===== src/rtl/wc_pkg.sv =====
// Shared constants and types for the F(2,5) Winograd core and its feeder.
package wc_pkg;

  localparam int unsigned WC_DW     = 10;
  localparam int unsigned WC_TILE   = 6;
  localparam int unsigned WC_STRIDE = 2;
  localparam int unsigned WC_OUT    = 2;

  typedef logic signed [WC_DW-1:0]         wc_sample_t;
  typedef logic        [WC_DW*WC_TILE-1:0] wc_tile_t;

endpackage


===== src/rtl/wc_window_sreg.sv =====
// DEPTH-deep sample shift register; lane 0 is the oldest, lane DEPTH-1 the newest.
module wc_window_sreg #(
  parameter int unsigned DW    = 10,
  parameter int unsigned DEPTH = 6
) (
  input  logic                clk_i,
  input  logic                rst_i,
  input  logic                en_i,
  input  logic [DW-1:0]       data_i,
  output logic [DW*DEPTH-1:0] win_next_o
);

  logic [DW*DEPTH-1:0] win_q, win_d;

  // Look-ahead view: the window as it will be once data_i is shifted in.
  assign win_next_o = {data_i, win_q[DW*DEPTH-1:DW]};

  always_comb begin
    win_d = win_q;
    if (en_i) win_d = win_next_o;
  end

  always_ff @(posedge clk_i) begin
    if (rst_i) win_q <= '0;
    else       win_q <= win_d;
  end

endmodule


===== src/rtl/wc_tile_feeder.sv =====
// Turns a row-structured sample stream into overlapping stride-2 tiles for the Winograd core.
module wc_tile_feeder
  import wc_pkg::*;
#(
  parameter int unsigned DW      = WC_DW,
  parameter int unsigned TILE    = WC_TILE,
  parameter int unsigned STRIDE  = WC_STRIDE,
  parameter int unsigned ROW_LEN = 32
) (
  input  logic               clk,
  input  logic               rst,
  input  logic               s_valid,
  output logic               s_ready,
  input  logic [DW-1:0]      s_data,
  output logic               d_valid,
  input  logic               d_ready,
  output logic [DW*TILE-1:0] D,
  output logic               d_first,
  output logic               d_last,
  output logic [15:0]        tile_cnt
);

  localparam int unsigned CW = $clog2(ROW_LEN);
  localparam logic [CW-1:0] FirstCol = CW'(TILE - 1);
  localparam logic [CW-1:0] LastCol  = CW'(ROW_LEN - 1);
  localparam logic [CW-1:0] StrideC  = CW'(STRIDE);

  if ((ROW_LEN % 2) != 0 || ROW_LEN < TILE) begin : g_bad_row_len
    $error("wc_tile_feeder: ROW_LEN must be even and >= TILE");
  end

  logic               accept, trigger;
  logic [CW-1:0]      col_q, col_d;
  logic [DW*TILE-1:0] win_next, tile_q, tile_d;
  logic               valid_q, valid_d;
  logic               first_q, first_d;
  logic               last_q, last_d;
  logic [15:0]        cnt_q, cnt_d;

  assign s_ready = !(valid_q && !d_ready);
  assign accept  = s_valid && s_ready;
  // Gating on col alone keeps stale samples of the previous row out of the first tile.
  assign trigger = accept && (col_q >= FirstCol) && (((col_q - FirstCol) % StrideC) == '0);

  wc_window_sreg #(
    .DW    (DW),
    .DEPTH (TILE)
  ) u_sreg (
    .clk_i      (clk),
    .rst_i      (rst),
    .en_i       (accept),
    .data_i     (s_data),
    .win_next_o (win_next)
  );

  always_comb begin
    col_d   = col_q;
    tile_d  = tile_q;
    valid_d = valid_q;
    first_d = first_q;
    last_d  = last_q;
    cnt_d   = cnt_q;
    if (accept) col_d = (col_q == LastCol) ? '0 : col_q + CW'(1);
    if (valid_q && d_ready) begin
      valid_d = 1'b0;
      cnt_d   = cnt_q + 16'd1;
    end
    // A new tile overrides the clear from a same-cycle handoff.
    if (trigger) begin
      valid_d = 1'b1;
      tile_d  = win_next;
      first_d = (col_q == FirstCol);
      last_d  = (col_q == LastCol);
    end
  end

  always_ff @(posedge clk) begin
    if (rst) begin
      col_q   <= '0;
      tile_q  <= '0;
      valid_q <= 1'b0;
      first_q <= 1'b0;
      last_q  <= 1'b0;
      cnt_q   <= '0;
    end else begin
      col_q   <= col_d;
      tile_q  <= tile_d;
      valid_q <= valid_d;
      first_q <= first_d;
      last_q  <= last_d;
      cnt_q   <= cnt_d;
    end
  end

  assign d_valid  = valid_q;
  assign D        = tile_q;
  assign d_first  = first_q;
  assign d_last   = last_q;
  assign tile_cnt = cnt_q;

endmodule


===== config.mk =====
export PLATFORM = sky130hd
export DESIGN_NAME = wc_tile_feeder
export DESIGN_NICKNAME = d
export VERILOG_FILES = /design/src/rtl/wc_pkg.sv /design/src/rtl/wc_window_sreg.sv /design/src/rtl/wc_tile_feeder.sv
export SDC_FILE = /design/constraint.sdc
export NUM_CORES = 1
export LEC_CHECK = 0
export BUFFER_PORTS_ARGS = -buffer_cell sky130_fd_sc_hd__buf_2
export CAP_MARGIN = 20
export CORE_AREA = 4 4 120 94
export DETAILED_ROUTE_END_ITERATION = 6
export DIE_AREA = 0 0 124 98
export GPL_TIMING_DRIVEN = 0
export PLACE_DENSITY_LB_ADDON = 0.3
export SYNTH_ARGS = -nofsm -noshare
export SYNTH_HDL_FRONTEND = slang
export SYNTH_SLANG_ARGS = --single-unit

===== constraint.sdc =====
create_clock -name clk -period 1.4 [get_ports clk]
set_input_delay 0.14 -clock clk [delete_from_list [all_inputs] [get_ports clk]]
set_output_delay 0.14 -clock clk [all_outputs]
set_load 0.01 [all_outputs]

==> metrics.txt <==
Largest stage delay, worst path=around 0.39 ns; Die Width=124 um; clk_skew=~0.0077 ns; Vias=4,718; worst-path cell chain=or3_4, nand4_1, buf_6, buf_6, nand2_1, a21oi_2; crit path time final=1.567 ns; Initial Utilization=around half; worst slack at placement=-0.3513 ns; most used cell, CP=buf_6; number of global-route vias before repair=4,466; final setup vio count=64; NetSw=around 1.8 mW; Sw Share=between 20% and 30%; sequential area share after synthesis=55.22%; Mapped Avg Cell Area=8.044 um2; normalized max-slew margin=51.61%; FFs w/ async S/R, synth=0%; clock root cell=clkbuf_16; VDD IR max=794.6 uV; vias per cell=between 5 and 6; IO Pins=between 90 and 100; P_int=~6.4 mW; Worst Path Max Fanout=6; Final period util=112.0%; CTS Sinks=~130; die area=~12,000 um2; hold crit path type=input port to flip-flop; routability congestion estimate from global placement=0.8456; EDFF count, synth=0; Worst Tran Pin Value=just over 0.7 ns; worst hold slack=~0.0050 ns; failing checks=negative setup slack; Iteration-0 DRC Markers=roughly 340; Comb power frac=under 10%; CTS tree=built; htree depth=4; Fin. Hold Viols=0; WL/cell=approximately 15 um; Antenna Violating Nets Remaining=0; sequential share of power=a little under half; syn nets=622; Req. time, crit path=roughly 1.7 ns; Post-Synth XOR/XNOR Area=between 1.5 and 2%; Final nets=approximately 770; unrepaired setup endpoints after global routing=true; initial antenna violation count=0; flops & latches, synth=approximately 130; CP arrival=1.90 ns; P per Cell Area=between 1000 and 1500 nW/um2; # diodes=0; Worst-path clk slew=around 0.050 ns; clock share of power=47.9%; Peak Freq=~640 MHz; Core ar.=around 10,000 um2; GRT Total Usage=between 20% and 30%; Post-Synthesis Cells=604; Simple-Gate Fraction of Synth Area=~24%; Num CTS Buffers=17; CP Capture Type=flip-flop; drt total wl=13,730 um; Post-Synthesis Cell Area=roughly 5000 um2; prevailing post-synth register cell=dfxtp_1; max-slew violation count=0; Slowest cell on crit path=or3_4; Area Growth Syn to Fin=43.50%; largest net degree at the start of global routing=17; post-synthesis adder-cell area fraction=just over 1%; share of cells above drive strength 1=around two fifths; Leak=roughly 2.6 nW; WS Path Type=flip-flop to flip-flop; # DRC=0; largest family of logic cells by synthesized area=simple AND/OR/NAND/NOR gates; post-synthesis compound-gate area fraction=around 14%; multiplexer area fraction after synthesis=0%; non-filler cells, final=between 800 and 900; clock latency on the worst-skew pair=roughly 0.41 ns; PnR worst setup slack=-0.1673 ns; dpl hpwl=~8800 um; Final Cell Area=roughly 7000 um2; instance area at placement=5504 um2; Initial DRT Pass Iterations=5; yosys warns=0; Worst Setup Start Kind=flip-flop; Die H=a little under 100 um; placed cell count=between 800 and 900; first-pass GRT wire length=~21,000 um; maxcap violations=0; Clock Path Buffers=2; Netlist cell types=29; placement row count=32; run status=finished, violations left; port bufs=92; GRT Residual Overflow=0
power by group through the flow:
stage	registers, mW	logic (mW)	clock network (mW)
finish	3.89	0.346	3.89
global route	3.89	0.376	4.10
global placement	3.97	0.239	0
CTS	3.89	0.295	3.92
detailed placement	3.97	0.245	0
floorplan	3.96	0.160	0
state kept, by name, indices dropped and copies added, names as in the netlist:
signal and flops:
d_valid 1, col_q 5, d_first 1, u_sreg.win_q 50
d_last 1, D 60, tile_cnt 16
critical path, delay by kind of cell (launching register included):
kind / cells / cell delay, ns
flip-flops: 1 / 0.32
buffers and inverters: 2 / 0.36
AO/OA/AOI/OAI: 1 / 0.13
AND/OR/NAND/NOR: 3 / 0.69
cells in the final DEF (no fill, tap or decap), types with 2 or more instances in the layout:
master,netlist,layout
dfxtp_4,0,4
clkbuf_16,0,17
ha_4,0,3
nand2_4,0,15
or3_4,0,4
nand2_1,234,182
a21oi_2,0,53
a21oi_1,121,68
and4_4,1,2
nand2_2,0,37
dfxtp_2,0,12
buf_8,0,4
o21ai_0,5,5
inv_1,2,2
clkbuf_1,19,21
nand3_1,6,5
dfxtp_1,134,118
nor2_1,13,13
buf_4,2,26
nand4b_1,2,2
or3_1,7,3
dlygate4sd3_1,0,8
buf_6,0,21
clkinvlp_4,0,2
xor2_1,10,10
nand3_4,0,2
buf_2,21,93
nand4_1,6,6
clkinv_2,0,2
per-stage QoR:
stage	util (%)	TNS (ns)	power (mW)
4_1_cts	64.32	-2.156	8.103
2_1_floorplan	-	-0.5522	4.123
3_5_place_dp	54.77	-27.84	4.220
5_1_grt	69.37	-8.071	8.364
3_3_place_gp	54.77	-26.00	4.212
6_report	69.37	-6.502	8.129
final timing paths:
path	startpoint	end	slack, ns	depth (start not counted)
setup / recovery	col_q[2]	D[21]	-0.17	6
hold reg to reg	D[9]	D[9]	0.45	2
setup reg to reg	col_q[2]	D[21]	-0.17	6
hold / removal	s_data[1]	u_sreg.win_q[51]	0.005	3
kinds of logic (layout without fill, tap and decap cells):
kind of cell,count (synthesis),in the layout
flops,134,134
xor+xnor,10,10
buf+inv,44,197
compound gates,131,131
simple gates,281,281
fa+ha+maj,4,4
metal layers:
metal  track usage [%]  part of all wire (%)
met3             5.732                   6.1
met4             7.912                   1.6
met2             33.36                    47
met5                 0                     0
met1             29.95                    45
synth_stat cells, types with 2 or more instances:
library cell,n,area share [%]
a21oi_1,121,12
and2_1,2,0.26
and3_1,2,0.26
and4_1,2,0.36
buf_2,21,2.2
buf_4,2,0.31
clkbuf_1,19,1.5
dfxtp_1,134,55
ha_1,4,1.0
inv_1,2,0.15
nand2_1,234,18
nand2b_1,2,0.26
nand3_1,6,0.62
nand4_1,6,0.77
nand4b_1,2,0.36
nor2_1,13,1.0
o21ai_0,5,0.51
or3_1,7,0.90
xor2_1,10,1.8
repair_timing:
action,4_1_cts,5_1_grt
gates cloned,7,0
resized for setup,88,138
endpoints found under the hold margin,11,0
setup buffers,11,8
pin swaps,70,73
setup endpoints to repair,118,120
hold buffers,8,0
area by class of cell:
cell class	count	area [um2]
fill	776	3078
sequential	134	2713
multi-input combinational	426	2485
timing repair buffer	126	777.0
clock buffer	23	447.9
buffer	41	316.6
tap	136	170.2
clock inverter	5	55.05
inverter	2	7.507
Power figures use the tool's default switching activity.
